$ cat src/rtl/tour_cmd_seq.sv
`default_nettype none
// ============================================================================
// Module      : tour_cmd_seq
// Description : Knight's-tour command sequencer. Passes UART commands through
//               while idle and turns each one-hot knight move into two legs.
// Revision    : 1.0 - initial release
// ============================================================================
module tour_cmd_seq #(
  parameter int NUM_MOVES = 24,
  parameter int X_FIRST   = 1,
  localparam int IDX_W    = $clog2(NUM_MOVES)
) (
  input  logic             clk,
  input  logic             rst,
  input  logic             start_tour,
  input  logic             abort,
  input  logic [7:0]       move,
  output logic [IDX_W-1:0] mv_indx,
  input  logic [15:0]      cmd_UART,
  input  logic             cmd_rdy_UART,
  output logic [15:0]      cmd,
  output logic             cmd_rdy,
  input  logic             clr_cmd_rdy,
  input  logic             send_resp,
  output logic [7:0]       resp,
  output logic             tour_busy
);

  typedef enum logic [1:0] {
    IDLE   = 2'd0,
    WAIT_A = 2'd1,
    WAIT_B = 2'd2
  } state_t;

  localparam logic [IDX_W-1:0] LAST_IDX    = IDX_W'(NUM_MOVES - 1);
  localparam logic             LEG_A_HORIZ = (X_FIRST != 0);
  localparam logic [3:0]       OPC_A       = 4'h2;
  localparam logic [3:0]       OPC_B       = 4'h3;
  localparam logic [7:0]       RESP_OK     = 8'h5A;
  localparam logic [7:0]       RESP_DONE   = 8'hA5;
  localparam logic [7:0]       RESP_ERR    = 8'hE5;

  state_t           state_q, state_d;
  logic [IDX_W-1:0] mv_indx_q, mv_indx_d;
  logic [7:0]       move_q, move_d;
  logic [15:0]      tour_cmd_q, tour_cmd_d;
  logic             tour_rdy_q, tour_rdy_d;
  logic [7:0]       resp_q, resp_d;

  // Sign and |component|==2 are read straight off the one-hot move bits.
  function automatic logic [15:0] build_leg(input logic [7:0] mv,
                                            input logic       horiz,
                                            input logic [3:0] opc);
    logic       pos;
    logic       two;
    logic [7:0] heading;
    if (horiz) begin
      pos     = mv[1] | mv[2] | mv[3] | mv[5];
      two     = mv[2] | mv[3] | mv[6] | mv[7];
      heading = pos ? 8'hBF : 8'h3F;
    end else begin
      pos     = mv[0] | mv[1] | mv[2] | mv[7];
      two     = mv[0] | mv[1] | mv[4] | mv[5];
      heading = pos ? 8'h00 : 8'h7F;
    end
    return {opc, heading, (two ? 4'd2 : 4'd1)};
  endfunction

  always_comb begin
    state_d    = state_q;
    mv_indx_d  = mv_indx_q;
    move_d     = move_q;
    tour_cmd_d = tour_cmd_q;
    tour_rdy_d = tour_rdy_q;
    resp_d     = resp_q;

    // Clear first so that a new issue later in this block overrides it.
    if (clr_cmd_rdy) tour_rdy_d = 1'b0;

    unique case (state_q)
      IDLE: begin
        if (start_tour) begin
          if ($onehot(move)) begin
            mv_indx_d  = '0;
            move_d     = move;
            tour_cmd_d = build_leg(move, LEG_A_HORIZ, OPC_A);
            tour_rdy_d = 1'b1;
            resp_d     = RESP_OK;
            state_d    = WAIT_A;
          end else begin
            resp_d = RESP_ERR;
          end
        end
      end
      WAIT_A: begin
        if (abort) begin
          tour_rdy_d = 1'b0;
          resp_d     = RESP_ERR;
          state_d    = IDLE;
        end else if (send_resp) begin
          tour_cmd_d = build_leg(move_q, !LEG_A_HORIZ, OPC_B);
          tour_rdy_d = 1'b1;
          state_d    = WAIT_B;
        end
      end
      WAIT_B: begin
        if (abort) begin
          tour_rdy_d = 1'b0;
          resp_d     = RESP_ERR;
          state_d    = IDLE;
        end else if (send_resp) begin
          if (mv_indx_q == LAST_IDX) begin
            tour_rdy_d = 1'b0;
            resp_d     = RESP_DONE;
            state_d    = IDLE;
          end else if (!$onehot(move)) begin
            tour_rdy_d = 1'b0;
            resp_d     = RESP_ERR;
            state_d    = IDLE;
          end else begin
            mv_indx_d  = mv_indx_q + IDX_W'(1);
            move_d     = move;
            tour_cmd_d = build_leg(move, LEG_A_HORIZ, OPC_A);
            tour_rdy_d = 1'b1;
            state_d    = WAIT_A;
          end
        end
      end
      default: state_d = IDLE;
    endcase
  end

  always_ff @(posedge clk or posedge rst) begin
    if (rst) begin
      state_q    <= IDLE;
      mv_indx_q  <= '0;
      move_q     <= '0;
      tour_cmd_q <= 16'h0000;
      tour_rdy_q <= 1'b0;
      resp_q     <= RESP_DONE;
    end else begin
      state_q    <= state_d;
      mv_indx_q  <= mv_indx_d;
      move_q     <= move_d;
      tour_cmd_q <= tour_cmd_d;
      tour_rdy_q <= tour_rdy_d;
      resp_q     <= resp_d;
    end
  end

  assign tour_busy = (state_q != IDLE);
  assign cmd       = tour_busy ? tour_cmd_q : cmd_UART;
  assign cmd_rdy   = tour_busy ? tour_rdy_q : cmd_rdy_UART;
  assign resp      = resp_q;
  assign mv_indx   = mv_indx_q;

endmodule
`default_nettype wire

$ cat config.mk
export PLATFORM = sky130hd
export DESIGN_NAME = tour_cmd_seq
export DESIGN_NICKNAME = d
export VERILOG_FILES = /design/src/rtl/tour_cmd_seq.sv
export SDC_FILE = /design/constraint.sdc
export NUM_CORES = 1
export LEC_CHECK = 0
export BUFFER_PORTS_ARGS = -buffer_cell sky130_fd_sc_hd__buf_2
export CAP_MARGIN = 30
export CORE_MARGIN = 2
export CORE_UTILIZATION = 29
export CTS_BUF_LIST = sky130_fd_sc_hd__clkbuf_2 sky130_fd_sc_hd__clkbuf_4 sky130_fd_sc_hd__clkbuf_8
export DETAILED_ROUTE_END_ITERATION = 7
export GPL_TIMING_DRIVEN = 1
export PLACE_DENSITY_LB_ADDON = 0.1
export SLEW_MARGIN = 20
export SYNTH_ARGS = -nofsm -noshare
export SYNTH_HDL_FRONTEND = slang
export SYNTH_SLANG_ARGS = --single-unit
$ cat constraint.sdc
create_clock -name clk -period 2.4 [get_ports clk]
set_clock_uncertainty 0.15 [all_clocks]
set_input_delay 0.12 -clock clk [delete_from_list [all_inputs] [get_ports clk]]
set_output_delay 0.12 -clock clk [all_outputs]
set_load 0.05 [all_outputs]
* Yosys cells after proc, flatten, opt, wreduce, memory -nomap -nowiden
Cells that the tools add are included.
W data, S select, Z words.
** Word-level totals
- Register bits after elaboration :: 40
- Logic and storage cells :: 116
** Cells by class
- $add $sub $neg :: 8
- Eq/ne operators :: 16
- Multiplexer cells :: 66
- Bitwise logic cells :: 11
- Reductions and logical operators :: 9
** Operator list (number)
- $mux W16 :: 9
- $mux W8 :: 13
- $pmux W16 S3 :: 1
- $mux W5 :: 6
- $pmux W8 S3 :: 1
- $mux W1 :: 22
- $mux W2 :: 9
- $ne A2 B2 Y1 const B :: 9
- $pmux W8 S2 :: 1
- $or A1 B1 Y1 :: 11
- $pmux W5 S2 :: 1
- $reduce_and A5 Y1 :: 2
- $reduce_and A9 Y1 :: 1
- $add A1 B1 Y2 :: 4
- $mux W7 :: 1
- $reduce_and A7 Y1 :: 1
- $add A2 B2 Y3 :: 2
- $ne A3 B3 Y1 const B :: 2
- $pmux W2 S3 :: 1
- $add A5 B1 Y5 const B :: 1
- $eq A5 B5 Y1 const B :: 1
- $add A3 B3 Y4 :: 1
- $eq A4 B1 Y1 const B :: 1
- $ne A4 B4 Y1 const B :: 1
- other kinds (7) :: 8

* Depth between registers and ports, before layout
Gate-level depths: netlist of the first run.
- Depth in word-level cells :: 15
- Gate-level depth with buffers :: 13
- Depth with buffers taken out :: 12

* Worst setup path before layout of the first run
No wires, ideal clock.
- Path type :: input -> register
- From :: input move[0]
- To :: register tour_cmd_q[0]
- Setup time :: 0.128 ns
- Arrival :: 3.375 ns
- Data required time :: 2.122 ns
- Slack :: -1.253 ns
- Stages on the path :: 12
- Cell sequence :: inv_1 -> fa_1 -> fa_1 -> fa_1 -> inv_1 -> ha_1 -> inv_1 -> fa_1 -> o211a_2 -> o22a_1 -> a2bb2oi_4 -> mux2_1
** Between the ends
- Cells in the longest elaborated chain, start to end :: 6
** Ends and longest elaborated chain
- start, declared :: RTL line 17 : input logic [7:0] move,
- $add A1 B1 Y2 (implied by the code) (*) :: RTL line 83, 116
- $add A2 B2 Y3 (implied by the code) (*) :: RTL line 83, 116
- $add A3 B3 Y4 (implied by the code) (*) :: RTL line 83, 116
- $eq A4 B1 Y1 (*) :: RTL line 83, 116
- $ne A2 B2 Y1 (no source line)
- $reduce_and A9 Y1 (no source line) (*)
- end signal, assigned :: RTL line 145 : tour_cmd_q <= tour_cmd_d;
- end, declared :: RTL line 46 : logic [15:0] tour_cmd_q, tour_cmd_d;
Mark *: on every way between the ends. The rest lies on a longest branch, timed or not.
A chain may end at the register's enable or synchronous reset.

* Worst setup path after layout of the first run
- From :: input move[0]
- To :: register tour_cmd_q[12]
The elaborated chain is that of the path after synthesis.

==> summary.txt, run 1 <==
Cells and area
  – Layout Utilization: 0.4213
  – Final Cell Area: 0.002480 sq mm
  – FILL cells: 635
  – Nets: around 310
  – Final std cells w/o fill: approximately 350
  – Share of cells above drive strength 1: 0.4741
  – Antenna cell count: 0
  – Area grow syn2layout: 41.47%

Route
  – Final wirelength: ~4400 um
  – Via-per-instance ratio: 4.629
  – Post-DRT Antenna Nets: 0
  – Via count: about 1,600
  – TritonRoute pass-1 iters: 4
  – DRT iter0 DRCs: 24
  – DR WL/cell: 12.68 um
  – DRC: 0

Logic synthesis
  – Cell count after synthesis: approximately 190
  – Net Count, Synth: 230
  – Top cell type's share of synthesized area: 0.3283
  – Most frequent cell after synthesis: inv_1
  – Cell variety after synth: 53
  – Sequential fraction of the synthesis area: 0.3433
  – Synth warnings: 0
  – Post-synth top cells: 26 x inv_1, 23 x dfrtp_1, 21 x nand2_1, 11 x o21ai_0
  – Ys async rst share: 1.000
  – Number of synthesized register bits: 24
  – Area contributors post-synth: dfrtp_1 33%, ha_1 5.7%, inv_1 5.6%
  – Syn Std Cell Area: roughly 0.0018 sq mm
  – Synth Flop Type: dfrtp_1
  – Number of synthesized flops with an enable pin: 0
  – Synth area leader: dfrtp_1
  – Syn_area_per_cell: ~9.4 sq um

Clock tree
  – CTS tree: built
  – Htree depth: 1
  – CTS Buf Count: 3
  – Clock slew at reported path FFs: around 0.090 ns
  – Worst-Skew Late Latency: between 0.2 and 0.3 ns
  – CTS root buf: clkbuf_8
  – Max clock buf depth: 2
  – Clk sinks: 24

Timing
  – Hold Fails Final Rpt: 0
  – Final slew viol count: 0
  – Fin worst setup slack: -0.9513 ns
  – Slew HR: 0.7157
  – Tmin final: about 3.4 ns
  – Worst Tran Pin Value: ~0.42 ns
  – Fmax: roughly 300 MHz
  – Worst hold slack: between 0.01 and 0.015 ns
  – Setup Viol. Count Final: 24
  – RSZ-0062 raised after global routing: true
  – Final period utilization: 1.396
  – Setup TNS: -20.49 ns

Place
  – Final HPWL DP: approximately 3400 um
  – GPL Wtd Cong: slightly below 0.8
  – Placed instance count: approximately 340
  – Dpl ws: -1.316 ns
  – PortBufs: between 60 and 70
  – DP Area: 0.002335 sq mm

Power and ir drop
  – P per Cell Area: roughly 1400 mW/mm^2
  – VDD IR max: 0.8445 mV
  – Total power: about 3.5 mW
  – Leak: roughly 1.3 nW

Worst setup path
  – Crit. End Element: flip-flop
  – Crit-path max FO: 5
  – Top cell by count, worst path: fa_1
  – Max stage delay on crit path: around 0.54 ns
  – Worst setup SP type: input port
  – Slowest CP cell: fa_1
  – Worst path cell trace: buf_8 -> inv_8 -> fa_1 -> fa_1 -> fa_1 -> inv_2 -> ha_4 -> inv_2 -> fa_2 -> o211a_4 -> o22a_1 -> a2bb2oi_4 -> mux2_4
  – Worst EP required: roughly 2.4 ns
  – Critical path class: input port to flip-flop
  – Critical path arrival: 3.36 ns

Floorplan
  – Die height: around 80 um
  – IO Count: a little over 60
  – Starting Density: 0.2978
  – Die area: about 0.0067 sq mm
  – Core Box Area: between 0.005 and 0.006 sq mm
  – Die X: ~80 um
  – FP Rows: 28

GRT
  – Antenna violations before repair: 0
  – Gr busiest metal: met2
  – Largest net degree at the start of global routing: 25
  – Met1 Use GR: 0.1796
  – First-pass GRT wire length: 6865 um
  – GRT overflow: 0
  – Total track usage: 0.1327
  – Met3 usage: 0.01648
  – M2 GR Usage: 0.2236
  – Vias in the first global route: 1,494

Hold path
  – HP Class: input port to flip-flop

Outcome
  – Failing checks: negative setup slack
  – Status: finished with violations

Job
  – Max-cap check violation count: 0
==> layout by cell type, fill, tap and decap left out, types with 2 or more instances in the layout <==
| cell | synthesis | routed |
|---|---|---|
| nor2_1 | 3 | 3 |
| buf_4 | 7 | 29 |
| nor4_1 | 2 | 2 |
| nand2b_1 | 5 | 5 |
| dfrtp_1 | 23 | 23 |
| o31ai_2 | 0 | 2 |
| nand3_1 | 5 | 5 |
| inv_1 | 26 | 22 |
| clkbuf_8 | 0 | 4 |
| inv_2 | 0 | 3 |
| nand2_1 | 21 | 21 |
| buf_2 | 2 | 60 |
| nor2b_1 | 2 | 2 |
| mux2i_1 | 4 | 4 |
| fa_1 | 4 | 3 |
| o21ai_1 | 8 | 8 |
| and2_1 | 4 | 4 |
| o21ai_0 | 11 | 11 |
| ha_1 | 8 | 7 |
| nor3_1 | 3 | 2 |
| mux2_2 | 5 | 5 |
| a31oi_1 | 2 | 2 |
| mux2_4 | 1 | 6 |
==> layout make-up <==
type                            instances  area (sq um)  share of cell area
Clock buffer                            4         55.05             0.02220
Inverter                               26         105.1             0.04238
Sequential cell                        24         601.8              0.2427
Timing Repair Buffer                   92         554.3              0.2235
Tap cell                               75         93.84             0.03784
Multi-Input combinational cell        124          1070              0.4314
==> state kept, by name, summed over array words and instances (netlist names) <==
| signal | flops |
|---|---|
| move_q | 6 |
| resp | 3 |
| mv_indx | 5 |
| tour_rdy_q | 1 |
| tour_cmd_q | 7 |
| state_q | 2 |
==> metal layers <==
metal	up-vias	routed length, um
li1	802	-
met1	759	2049
met2	34	2117
met3	2	176
met4	0	32
met5	-	0
==> where the power goes <==
| part | internal [mW] | switching [mW] |
|---|---|---|
| registers | 0.544 | 0.0845 |
| logic | 0.919 | 1.68 |
| clock network | 0.147 | 0.135 |
==> critical path: cells and delay by family <==
kind,cells,cell delay [ns]
fa+ha+maj,5,2.04
mux,1,0.32
compound gates,3,0.67
buf+inv,4,0.21
==> final timing paths <==
| path | startpoint | to | slack [ns] | cells after the start |
|---|---|---|---|---|
| setup / recovery | move[0] | tour_cmd_q[12]$_DFFE_PP0P_ | -0.95 | 13 |
| hold / removal | move[2] | move_q[2]$_DFFE_PP0P_ | 0.01 | 2 |
| setup reg to reg | state_q[1]$_DFFE_PP0P_ | mv_indx[3]$_DFFE_PP0P_ | 0.22 | 7 |
| hold reg to reg | tour_cmd_q[13]$_DFFE_PP0P_ | tour_cmd_q[13]$_DFFE_PP0P_ | 0.32 | 1 |
| max in group asynchronous | rst | resp[5]$_DFFE_PP1P_ | 1.51 | 4 |
| min in group asynchronous | rst | tour_rdy_q$_DFF_PP0_ | 0.29 | 4 |
==> kinds of logic (layout without fill, tap and decap cells) <==
family,after synthesis,after routing,synth area share
DFF,24,24,0.3433
buffers and inverters,39,122,0.1042
adders and majority gates,12,12,0.1028
AOI/OAI and AO/OA,42,42,0.1877
and+or+nand+nor,54,54,0.1599
muxes,16,16,0.1021
==> repair_timing <==
action	in CTS	in global routing
hold endpoints to repair	23	0
setup endpoints to repair	24	24
resized for setup	9	6
pin swaps	2	2
buffers inserted	0	1
hold buffers	1	0
(Power assumes the default switching activity.)
==> run 2, diff against run 1 <==
Settings changed: CORE_UTILIZATION 29 to 45.
==> summary.txt, run 2 (synthesis results as in run 1) <==
Timing
  – Fin worst setup slack: -0.9602 ns
  – Slew HR: 0.6004
  – Final slew viol count: 0
  – Setup TNS: -20.79 ns
  – RSZ-0062 raised after global routing: true
  – Fmax: 297.6 MHz
  – Hold Fails Final Rpt: 0
  – Worst Tran Pin Value: approximately 0.59 ns
  – Final period utilization: 1.400
  – Worst hold slack: around 0.0078 ns
  – Setup Viol. Count Final: 24
  – Tmin final: around 3.4 ns

Route
  – Post-DRT Antenna Nets: 0
  – DRT iter0 DRCs: 37
  – DR WL/cell: around 13 um
  – TritonRoute pass-1 iters: 4
  – Final wirelength: between 4000 and 5000 um
  – Via count: between 1,500 and 2,000
  – Via-per-instance ratio: roughly 4.9
  – DRC: 0

Cells and area
  – Commonest non-fill, non-tap cell in the layout: buf_2
  – Most frequent cells in the layout: 60 x buf_2, 24 x buf_4, 23 x dfrtp_1, 22 x inv_1, 21 x nand2_1
  – Max reg flops: 7
  – Antenna cell count: 0
  – Most flops, register: tour_cmd_q
  – Share of cells above drive strength 1: 0.4982
  – Area grow syn2layout: 43.18%
  – Nets: approximately 320
  – Layout Utilization: 0.6754
  – FILL cells: just over 300

Worst setup path
  – Worst EP required: around 2.4 ns
  – Crit-path max FO: 6
  – Max stage delay on crit path: 0.54 ns
  – Buf/Inv on CP: 4
  – Critical path arrival: between 3 and 4 ns
  – Cell family with most CP delay: adder cells
  – Crit. End Element: flip-flop
  – Worst R2R Setup Slack: approximately 0.17 ns
  – Top cell by count, worst path: fa_1
  – Worst path cell trace: buf_8 -> inv_8 -> fa_1 -> fa_1 -> fa_1 -> inv_2 -> ha_4 -> inv_2 -> fa_2 -> o211a_4 -> o22a_1 -> a2bb2oi_4 -> mux2_4
  – Worst setup SP type: input port
  – Critical path class: input port to flip-flop
  – Slowest CP cell: fa_1

Floorplan
  – Die X: between 60 and 70 um
  – Core Box Area: about 0.0037 sq mm
  – IO Count: 62
  – FP Rows: 22
  – Starting Density: 0.4717
  – Die height: around 66 um
  – Die area: around 0.0044 sq mm

Hold path
  – HP Class: input port to flip-flop

GRT
  – Antenna violations before repair: 0
  – Largest net degree at the start of global routing: 25
  – First-pass GRT wire length: around 6600 um
  – GRT overflow: 0
  – Total track usage: 0.1948
  – Vias in the first global route: 1,464

Power and ir drop
  – Leak: 1.282 nW
  – Total power: ~3.5 mW
  – VDD IR max: about 0.62 mV
  – P per Cell Area: approximately 1400 mW/mm^2

Clock tree
  – CTS tree: built
  – CTS Buf Count: 3
  – Clock slew at reported path FFs: around 0.090 ns
  – Max clock buf depth: 2
  – Worst-Skew Late Latency: 0.27 ns
  – Clk sinks: 24
  – CTS root buf: clkbuf_8
  – Htree depth: 1

Outcome
  – Failing checks: negative setup slack
  – Status: finished with violations

Place
  – GPL Wtd Cong: ~0.83
  – Final HPWL DP: approximately 3100 um
  – PortBufs: 61

Job
  – Max-cap check violation count: 0
## run 2: changes by cell type in the layout (fill, tap and decap cells not counted), sizes merged
cell,previous run,this run
dlygate4sd3,1,2
## run 2: cell type report
cell class / instances / area, sq um / area share
Inverter: 26 / 105.1 / 0.04187
Timing Repair Buffer: 93 / 583.1 / 0.2323
Clock buffer: 4 / 48.80 / 0.01944
Sequential cell: 24 / 601.8 / 0.2398
Tap cell: 48 / 60.06 / 0.02393
Multi-Input combinational cell: 124 / 1111 / 0.4427
## run 2: final timing paths
| path | start | endpoint | cells past startpoint |
|---|---|---|---|
| setup / recovery | move[0] | tour_cmd_q[0]$_DFFE_PP0P_ | 13 |
| hold / removal | move[2] | move_q[2]$_DFFE_PP0P_ | 2 |
| setup reg to reg | state_q[0]$_DFFE_PP0P_ | mv_indx[3]$_DFFE_PP0P_ | 7 |
| hold reg to reg | tour_cmd_q[13]$_DFFE_PP0P_ | tour_cmd_q[13]$_DFFE_PP0P_ | 1 |
| max in group asynchronous | rst | resp[5]$_DFFE_PP1P_ | 4 |
| min in group asynchronous | rst | move_q[5]$_DFFE_PP0P_ | 4 |
## run 2: what timing repair did
item,CTS,global route
resized for setup,20,9
setup endpoints to repair,24,24
hold endpoints to repair,24,0
hold buffers,2,0
setup buffers,4,1
pin swaps,5,3
## run 2: power breakdown
part	internal, mW	switching [mW]
logic	0.949	1.69
registers	0.544	0.0906
clock network	0.130	0.132
total	1.62	1.92
## run 2: per-stage QoR
| stage | instance area (sq um) | cells | setup WS [ns] |
|---|---|---|---|
| final | 2510 | 319 | -0.9602 |
| after global routing | 2510 | 319 | -1.035 |
| after CTS | 2455 | 318 | -0.9534 |
| after detailed placement | 2271 | 308 | -1.317 |
| after global placement | 2271 | 308 | -1.265 |
| after floorplan | 1809 | 187 | -1.114 |
## run 2: metal layers
layer,GRT usage,routed length [um],vias to the layer above
met2,0.3250,1861,43
li1,-,-,802
met5,0,0,-
met4,0.06122,53,0
met3,0.02215,205,5
met1,0.2629,1916,716
==> run 3, diff against run 2 <==
Settings changed: CTS_BUF_LIST sky130_fd_sc_hd__clkbuf_2 sky130_fd_sc_hd__clkbuf_4 sky130_fd_sc_hd__clkbuf_8 to sky130_fd_sc_hd__clkbuf_8 sky130_fd_sc_hd__clkbuf_16.
==> summary.txt, run 3 (synthesis results as in run 1) <==
Worst setup path
  – Worst EP required: roughly 2.4 ns
  – Max stage delay on crit path: around 0.54 ns
  – Crit. End Element: flip-flop
  – Critical path class: input port to flip-flop
  – Setup crit start: move[0]
  – Worst path cell trace: buf_8 -> inv_8 -> fa_1 -> fa_1 -> fa_1 -> inv_2 -> ha_4 -> inv_2 -> fa_2 -> o211a_4 -> o22a_1 -> a2bb2oi_4 -> mux2_4
  – Slowest CP cell: fa_1
  – Top cell by count, worst path: fa_1
  – Critical path arrival: between 3 and 4 ns
  – Crit-path max FO: 6
  – Worst setup SP type: input port
  – Reg2Reg Depth: 7
  – Worst R2R Start: state_q[0]$_DFFE_PP0P_

Timing
  – Final slew viol count: 0
  – Setup Viol. Count Final: 24
  – Final period utilization: 1.400
  – Slew HR: 0.6004
  – Worst hold slack: ~0.0078 ns
  – Worst Tran Pin Value: 0.5949 ns
  – Fin worst setup slack: -0.9599 ns
  – Tmin final: ~3.4 ns
  – Fmax: 297.6 MHz
  – RSZ-0062 raised after global routing: true
  – Hold Fails Final Rpt: 0

Cells and area
  – Most frequent cells in the layout: 60 x buf_2, 24 x buf_4, 23 x inv_1, 23 x dfrtp_1, 21 x nand2_1
  – Most flops, register: tour_cmd_q
  – Nets: roughly 320
  – Share of cells above drive strength 1: 0.4945
  – Antenna cell count: 0
  – Footprint of the multi-input gates: 0.001111 sq mm
  – Commonest non-fill, non-tap cell in the layout: buf_2
  – FILL cells: slightly above 300
  – FF/Latch Area: approximately 600 sq um
  – Area grow syn2layout: 42.97%
  – Layout Utilization: 0.6744
  – Max reg flops: 7
  – Final Cell Area: 0.002506 sq mm

Clock tree
  – CTS root buf: clkbuf_8
  – Htree depth: 1
  – Clock slew at reported path FFs: around 0.090 ns
  – Max clock buf depth: 2
  – Worst-Skew Late Latency: 0.27 ns
  – Clk sinks: 24
  – CTS Buf Count: 3
  – CTS tree: built

Place
  – Dpl ws: -1.317 ns
  – DP Area: approximately 0.0023 sq mm
  – PortBufs: 61
  – Final HPWL DP: 3061 um
  – GPL Wtd Cong: just over 0.8

Route
  – Via-per-instance ratio: 4.909
  – DR WL/cell: around 13 um
  – Final wirelength: just over 4000 um
  – TritonRoute pass-1 iters: 4
  – DRC: 0
  – DRT iter0 DRCs: 37
  – Via count: between 1,500 and 2,000
  – Post-DRT Antenna Nets: 0

Hold path
  – Hold path start: move[2]
  – Worst hold stages: 2
  – HP Class: input port to flip-flop

GRT
  – First-pass GRT wire length: 6589 um
  – Largest net degree at the start of global routing: 25
  – Total track usage: 0.1948
  – Antenna violations before repair: 0
  – Vias in the first global route: 1,464
  – GRT overflow: 0

Floorplan
  – IO Count: 62
  – Die area: 0.004411 sq mm
  – Core Box Area: ~0.0037 sq mm
  – Die X: between 60 and 70 um
  – FP Rows: 22
  – Die height: around 66 um
  – Starting Density: 0.4717

Power and ir drop
  – P per Cell Area: 1406 mW/mm^2
  – Leak: ~1.3 nW
  – VDD IR max: 0.6248 mV

Job
  – Max-cap check violation count: 0

Outcome
  – Failing checks: negative setup slack
  – Status: finished with violations
run 3: layout make-up:
type / instances / area share
Sequential cell: 24 / 0.2401
Tap cell: 48 / 0.02396
Clock buffer: 3 / 0.01648
Multi-Input combinational cell: 124 / 0.4433
Timing Repair Buffer: 93 / 0.2327
Inverter: 26 / 0.04194
Clock inverter: 1 / 0.001498
run 3: critical path, delay by kind of cell:
| kind | cells | cell delay, ns |
|---|---|---|
| multiplexers | 1 | 0.32 |
| AO/OA/AOI/OAI | 3 | 0.68 |
| adder cells (fa/ha/maj) | 5 | 2.05 |
| buffers and inverters | 4 | 0.20 |
run 3: timing repair:
item                                    4_1_cts  5_1_grt
hold endpoints to repair                     24        0
hold buffers                                  2        0
setup buffers                                 4        1
gates resized for setup                      20        9
pin swaps                                     5        3
endpoints found under the setup margin       24       24
run 3: path summary, 6_finish.rpt:
| check | end | slack, ns |
|---|---|---|
| worst max-delay path | tour_cmd_q[0]$_DFFE_PP0P_ | -0.96 |
| worst min-delay path | move_q[2]$_DFFE_PP0P_ | 0.008 |
| worst max register to register | mv_indx[3]$_DFFE_PP0P_ | 0.17 |
| worst min register to register | tour_cmd_q[13]$_DFFE_PP0P_ | 0.33 |
| max in group asynchronous | resp[5]$_DFFE_PP1P_ | 1.52 |
| min in group asynchronous | move_q[5]$_DFFE_PP0P_ | 0.28 |
run 3: report_power, final:
part,switching (mW),internal (mW),leakage (nW)
sequential,0.0906,0.544,0.298
clock,0.132,0.115,0.0269
combinational,1.69,0.949,0.958
run 3: metrics by stage:
step	power (mW)	TNS, ns	std cells
6_report	3.524	-20.79	319
5_1_grt	3.735	-22.82	319
4_1_cts	3.461	-20.56	318
3_5_place_dp	3.063	-28.89	308
3_3_place_gp	3.052	-27.95	308
2_1_floorplan	2.544	-22.32	187
run 3: routing by layer:
metal  vias to the layer above  track usage  part of all wire
met5                         -            0                 0
met4                         0      0.06122             0.013
met3                         5      0.02215             0.051
met2                        43       0.3250              0.46
met1                       716       0.2629              0.47
li1                        802            -                 -
